===== src/rtl/eth_rx_hdr_parser.sv =====
// Ethernet RX header parser: strips the 14-byte header into sideband registers
// and re-aligns the payload so payload byte 0 lands in m_axis_data[7:0].
module eth_rx_hdr_parser #(
    parameter int SIM_DELAY = 1,
    parameter int CNT_W     = 32
) (
    input  logic             aclk,
    input  logic             areset,
    input  logic [31:0]      s_axis_data,
    input  logic [3:0]       s_axis_keep,
    input  logic             s_axis_last,
    input  logic             s_axis_valid,
    output logic             hdr_valid,
    output logic [47:0]      hdr_dst_mac,
    output logic [47:0]      hdr_src_mac,
    output logic [15:0]      hdr_eth_type,
    output logic [31:0]      m_axis_data,
    output logic [3:0]       m_axis_keep,
    output logic             m_axis_last,
    output logic             m_axis_valid,
    output logic             runt_err,
    output logic [CNT_W-1:0] frame_cnt,
    output logic [CNT_W-1:0] runt_cnt
);

    typedef enum logic [2:0] {W0, W1, W2, W3, PAY} state_t;

    state_t      state, state_nxt;
    logic [47:0] dst_stg, src_stg;
    logic [15:0] hold;
    logic        flush;
    logic [3:0]  flush_keep;
    logic [3:0]  keep_eff;

    // Expand byte enables to a bit mask so unused output bytes read as zero.
    function automatic logic [31:0] kmask(input logic [3:0] k);
        logic [31:0] m;
        for (int i = 0; i < 4; i++) m[i*8 +: 8] = {8{k[i]}};
        return m;
    endfunction

    assign keep_eff = s_axis_last ? s_axis_keep : 4'hf;

    always_ff @(posedge aclk or posedge areset) begin
        if (areset) state <= W0;
        else        state <= state_nxt;
    end

    always_comb begin
        state_nxt = state;
        if (s_axis_valid) begin
            if (s_axis_last) begin
                state_nxt = W0;
            end else begin
                case (state)
                    W0:      state_nxt = W1;
                    W1:      state_nxt = W2;
                    W2:      state_nxt = W3;
                    default: state_nxt = PAY;
                endcase
            end
        end
    end

    always_ff @(posedge aclk or posedge areset) begin
        if (areset) begin
            dst_stg      <= '0;
            src_stg      <= '0;
            hold         <= '0;
            flush        <= 1'b0;
            flush_keep   <= '0;
            hdr_valid    <= 1'b0;
            hdr_dst_mac  <= '0;
            hdr_src_mac  <= '0;
            hdr_eth_type <= '0;
            m_axis_data  <= '0;
            m_axis_keep  <= '0;
            m_axis_last  <= 1'b0;
            m_axis_valid <= 1'b0;
            runt_err     <= 1'b0;
            frame_cnt    <= '0;
            runt_cnt     <= '0;
        end else begin
            hdr_valid    <= 1'b0;
            runt_err     <= 1'b0;
            m_axis_valid <= 1'b0;
            m_axis_keep  <= '0;
            m_axis_last  <= 1'b0;
            flush        <= 1'b0;

            // Flush beat: tail bytes of a PAY last beat that did not fit.
            if (flush) begin
                m_axis_valid <= 1'b1;
                m_axis_data  <= {16'h0, hold} & kmask(flush_keep);
                m_axis_keep  <= flush_keep;
                m_axis_last  <= 1'b1;
            end

            if (s_axis_valid) begin
                case (state)
                    W0: begin
                        dst_stg[47:16] <= {s_axis_data[7:0], s_axis_data[15:8],
                                           s_axis_data[23:16], s_axis_data[31:24]};
                        if (s_axis_last) begin
                            runt_err <= 1'b1;
                            runt_cnt <= runt_cnt + 1'b1;
                        end
                    end
                    W1: begin
                        dst_stg[15:0]  <= {s_axis_data[7:0], s_axis_data[15:8]};
                        src_stg[47:32] <= {s_axis_data[23:16], s_axis_data[31:24]};
                        if (s_axis_last) begin
                            runt_err <= 1'b1;
                            runt_cnt <= runt_cnt + 1'b1;
                        end
                    end
                    W2: begin
                        src_stg[31:0] <= {s_axis_data[7:0], s_axis_data[15:8],
                                          s_axis_data[23:16], s_axis_data[31:24]};
                        if (s_axis_last) begin
                            runt_err <= 1'b1;
                            runt_cnt <= runt_cnt + 1'b1;
                        end
                    end
                    W3: begin
                        if (s_axis_last && !keep_eff[1]) begin
                            runt_err <= 1'b1;
                            runt_cnt <= runt_cnt + 1'b1;
                        end else begin
                            hdr_valid    <= 1'b1;
                            hdr_dst_mac  <= dst_stg;
                            hdr_src_mac  <= src_stg;
                            hdr_eth_type <= {s_axis_data[7:0], s_axis_data[15:8]};
                            frame_cnt    <= frame_cnt + 1'b1;
                            hold         <= s_axis_data[31:16];
                            // 15/16-byte frames: the whole payload sits in this beat.
                            if (s_axis_last && keep_eff[2]) begin
                                m_axis_valid <= 1'b1;
                                m_axis_data  <= {16'h0, s_axis_data[31:16]} &
                                                kmask({2'b00, keep_eff[3], keep_eff[2]});
                                m_axis_keep  <= {2'b00, keep_eff[3], keep_eff[2]};
                                m_axis_last  <= 1'b1;
                            end
                        end
                    end
                    default: begin
                        hold         <= s_axis_data[31:16];
                        m_axis_valid <= 1'b1;
                        if (keep_eff[2]) begin
                            m_axis_data <= {s_axis_data[15:0], hold};
                            m_axis_keep <= 4'hf;
                            m_axis_last <= 1'b0;
                            if (s_axis_last) begin
                                flush      <= 1'b1;
                                flush_keep <= {2'b00, keep_eff[3], 1'b1};
                            end
                        end else begin
                            m_axis_data <= {s_axis_data[15:0], hold} &
                                           kmask({keep_eff[1:0], 2'b11});
                            m_axis_keep <= {keep_eff[1:0], 2'b11};
                            m_axis_last <= 1'b1;
                        end
                    end
                endcase
            end
        end
    end

endmodule

===== config.mk =====
export PLATFORM = sky130hd
export DESIGN_NAME = eth_rx_hdr_parser
export DESIGN_NICKNAME = d
export VERILOG_FILES = /design/src/rtl/eth_rx_hdr_parser.sv
export SDC_FILE = /design/constraint.sdc
export NUM_CORES = 1
export LEC_CHECK = 0
export ABC_AREA = 1
export CAP_MARGIN = 20
export CORE_ASPECT_RATIO = 0.5
export CORE_MARGIN = 2
export CORE_UTILIZATION = 49
export CTS_BUF_LIST = sky130_fd_sc_hd__clkbuf_4 sky130_fd_sc_hd__clkbuf_8
export DETAILED_ROUTE_END_ITERATION = 16
export GPL_TIMING_DRIVEN = 0
export PLACE_DENSITY = 0.85
export RECOVER_POWER = 25
export SETUP_SLACK_MARGIN = 0.02
export SYNTH_ARGS = -nofsm -noshare
export SYNTH_HDL_FRONTEND = slang
export SYNTH_SLANG_ARGS = --single-unit
export TNS_END_PERCENT = 10

===== constraint.sdc =====
create_clock -name aclk -period 11.4 [get_ports aclk]
set_input_delay 1.71 -clock aclk [delete_from_list [all_inputs] [get_ports aclk]]
set_output_delay 1.71 -clock aclk [all_outputs]
set_load 0.01 [all_outputs]

Word level (Yosys, flattened, before mapping). Index checks and enable logic that the tools add are counted.

Bits in registers: 334. Logic and storage cells: 85. Output and inout port bits: 216.

Reductions and logical operators: 14. Bitwise logic cells: 6. Add/subtract/negate cells: 2. Muxes and demuxes: 38. Equal/unequal tests: 6.

Operators by type and width (number): 2-to-1 mux 32 bit (7); case mux 32 bit (2 select lines) (2); adder 32 x 1 -> 32 bit (second input constant) (2); bitwise AND 16 bit (2); bitwise AND 32 bit (1); case mux 16 bit (2 select lines) (1); 2-to-1 mux 4 bit (5); 2-to-1 mux 16 bit (1); 2-to-1 mux 1 bit (15); case mux 3 bit (3 select lines) (1); case mux 4 bit (2 select lines) (1); AND reduction 4 bit (2); == test 3 x 2 -> 1 bit (second input constant) (2); case mux 1 bit (2 select lines) (3); AND reduction 2 bit (3); AND reduction 3 bit (2); inequality test 2 bit (second input constant) (2); OR reduction 4 bit (1); == test 3 x 1 -> 1 bit (second input constant) (1); logical NOT 3 bit (1); 2-to-1 mux 3 bit (1); inverter 1 bit (3); OR reduction 3 bit (1); logical AND 1 bit (2); other kinds (4) (4).

Logic depth before layout (Yosys ltp).
Word-level depth: 6. Gate-level depth with buffers: 11. Gate-level depth less buffers: 10.

Least setup slack after synthesis. No wires, ideal clock.

Kind: input-to-reg. From: input s_axis_valid. To: register runt_cnt[18]. Data arrival time: 2.622 ns. Path slack: 8.658 ns. Stages: 8. Path buffers: 3. Setup time: 0.120 ns. Cells stage by stage: buf_4 inv_4 nor2_8 nand3_2 buf_6 buf_12 o21ai_1 nand2_1.

Word-level cells in the longest chain between the ends: 1.

RTL lines: start: declaration (RTL line 12) `input logic s_axis_valid,`; AND reduction 4 bit (no line); end signal: assignment (RTL line 106) `runt_cnt <= runt_cnt + 1'b1;`; end signal: assignment (RTL line 114) `runt_cnt <= runt_cnt + 1'b1;`; end signal: assignment (RTL line 122) `runt_cnt <= runt_cnt + 1'b1;`; end: declaration (RTL line 23) `output logic [CNT_W-1:0] runt_cnt`.

No other way between the ends. A chain may end at the register's enable or synchronous reset.

==> run metrics <==
status=finished with violations; violated checks=max-capacitance violations, max-slew violations; io pins=256; Post-synth EDFFs=0; Setup crit start kind=input port; Reg area=about 0.0084 sq mm; clock sink total=334; largest net degree at the start of global routing=125; DR vias/cell=5.209; worst vdd rail ir drop=just over 0.1 mV; footprint of the multi-input gates=0.005157 sq mm; Worst-Skew Late Latency=around 0.60 ns; Buffers & Inverters on Critical Path=2; Synth warnings=0; post-synthesis xor/xnor area fraction=0.01834; post-synthesis simple-gate area fraction=0.2812; crit-path max cell delay=2.81 ns; Synth area leaders=dfrtp_1 58%, nand2_1 20%, o21ai_0 4.6%; syn nets=1,740; Post-Layout Cell Count=2,428; CTS clk-pin slew, worst paths=~0.070 ns; Netlist cell types=35; Routed Antenna Nets=0; largest family of logic cells by synthesized area=simple AND/OR/NAND/NOR gates; pwr dens=219.7 mW/mm^2; Die H=124.9 microns; Synth Area in Compound Gates=0.06227; cell area after layout=0.01833 sq mm; post-cts resize count=0; share of synthesized area spent on multiplexers=0; adder-cell share of the synthesized area=0.001747; clock root cell=clkbuf_8; Die Wd=245.8 microns; Mapped Area=0.01433 sq mm; CP max-delay cell=clkinvlp_2; postcts setup bufs=0; number of remaining DRC errors=0; CTS tree=yes; final wirelength=41,810 microns; vias in the first global route=12,215; core box area=0.02890 sq mm; Worst Skew=0.02274 ns; crit path cell chain=dlygate4sd3_1, clkinvlp_2; Starting Density=0.4957; Rel. slew slack=-2.394; CP Class=input port to asynchronous set/reset pin; sequential area share after synthesis=0.5834; CP arrival=roughly 5.2 ns; # fillers=between 2,000 and 2,500; Syn Area/Cell=8.437 sq um; initial antenna violation count=3; total negative slack=0 ns; grt total ovfl=0; Total GRT Usage=0.2733; via count=between 10,000 and 15,000; Max Clk Rate=~190 MHz; # port buffers=254; drt first-iter violations=around 1,300; first-pass GRT wire length=~66,000 microns; CP Max Fanout=112; Final Max Slew Viols=about 110; worst slew pin tran=5.063 ns; Largest delay share family, worst path=buffers and inverters; Yosys top cell area share=0.5834; CTS hold repair buffers=0; Fin. Hold Viols=0; min Tclk post-route=~5.4 ns; die area=0.03070 sq mm; Placed Cells=2,345; post-synthesis register bit count=334; routability cong.=about 0.92; nets=2,045; RSZ-0062 raised after global routing=no; Max-Cap Viols=1; Initial DRT Pass Iterations=5; dpl cell area=0.01742 sq mm; H-tree depth=2; clock buffer depth=3; Pleak=8.902 nW; HPWL after DPL=a little over 30,000 microns; Avg WL per Cell=about 17 microns; fin crit share=0.4730; synthesized instance count=1,698; TritonCTS Buffers=47; Area growth, synth to finish=27.92%; Post-synth ARST share=1.000; Setup crit end kind=asynchronous set/reset pin; layout cell share with drive strength beyond 1=0.07034; Crit path required time=11.20 ns; Yosys top cell by area=dfrtp_1; Most used DFF post-synth=dfrtp_1; # rows=44; worst hold slack=0.4648 ns; Hold Path Class=flop to flop; final setup fails=0
[final timing paths]
check / startpoint / end / slack [ns] / cells after the start
max: areset / hold[1] / 6.01 / 2
max in group aclk: s_axis_last / m_axis_data[9] / 7.85 / 9
min: dst_stg[25] / hdr_dst_mac[25] / 0.46 / 2
min reg2reg: dst_stg[25] / hdr_dst_mac[25] / 0.46 / 2
max reg2reg: state[2] / m_axis_data[9] / 8.96 / 10
min in group asynchronous: areset / frame_cnt[9] / 3.13 / 2
[per-layer routing]
layer	global-route usage	vias to the layer above	wire length [microns]
li1	-	5913	-
met2	0.4499	485	20260
met4	0.1273	0	1883
met5	0	-	0
met3	0.05107	115	2757
met1	0.3528	6134	16910
[synthesized netlist by cell type (6+ instances only)]
library cell	n
xnor2_1	6
nor2_1	110
a22o_1	8
nand3_1	69
clkbuf_1	20
nand2_1	782
nand3b_1	6
nor2_4	9
inv_1	102
o21ai_0	133
o22ai_1	17
buf_2	35
dfrtp_1	334
xor2_1	24
[placed cells by master (no fill, tap or decap), drive strengths merged]
cell type / count
nand4: 4
inv: 107
nand3b: 6
diode: 4
ha: 2
dfrtp: 334
o31ai: 1
nand2: 783
nand3: 75
dlygate4sd3: 2
or2: 1
clkdlybuf4s50: 252
xor2: 24
o21a: 1
clkinvlp: 2
a21oi: 1
clkbuf: 101
o21ai: 136
nor3: 1
xnor2: 6
a22o: 8
o22ai: 17
nor2: 126
buf: 40
clkinv: 3
[layout make-up]
cell class,count,area share
inverter,107,0.02226
tap,391,0.02669
clock inverter,5,0.002185
multi-input combinational,1192,0.2814
buffer,65,0.01830
timing repair buffer,256,0.1417
clock buffer,74,0.05080
antenna,4,0.0005462
sequential,334,0.4561
[cells by family after synthesis]
family	count (synthesis)
XOR/XNOR	30
buffers and inverters	172
AND/OR/NAND/NOR	996
flip-flops	334
AO/OA/AOI/OAI	164
adder cells (fa/ha/maj)	2
[power breakdown]
part	total [W]	switching, W	internal, W
logic	0.00119	0.000582	0.000610
registers	0.00185	0.000267	0.00158
clock network	0.000983	0.000465	0.000518
[flip-flops by register name, indices dropped and copies added, names as in the netlist]
signal,count
hdr_valid,1
m_axis_keep,4
hdr_dst_mac,48
dst_stg,48
runt_cnt,32
src_stg,48
state,3
hold,16
m_axis_last,1
hdr_eth_type,16
frame_cnt,32
flush_keep,2
m_axis_valid,1
m_axis_data,32
hdr_src_mac,48
flush,1
runt_err,1
[stage by stage]
stage          total power (W)  utilization  setup slack (ns)
2_1_floorplan         0.002327            -            0.4368
3_3_place_gp          0.002998       0.6006            -3.367
3_5_place_dp          0.003054       0.6027             7.723
4_1_cts               0.004042       0.6363             7.982
5_1_grt               0.004233       0.6340             5.267
6_report              0.004027       0.6341             6.008
(Power assumes the default switching activity.)
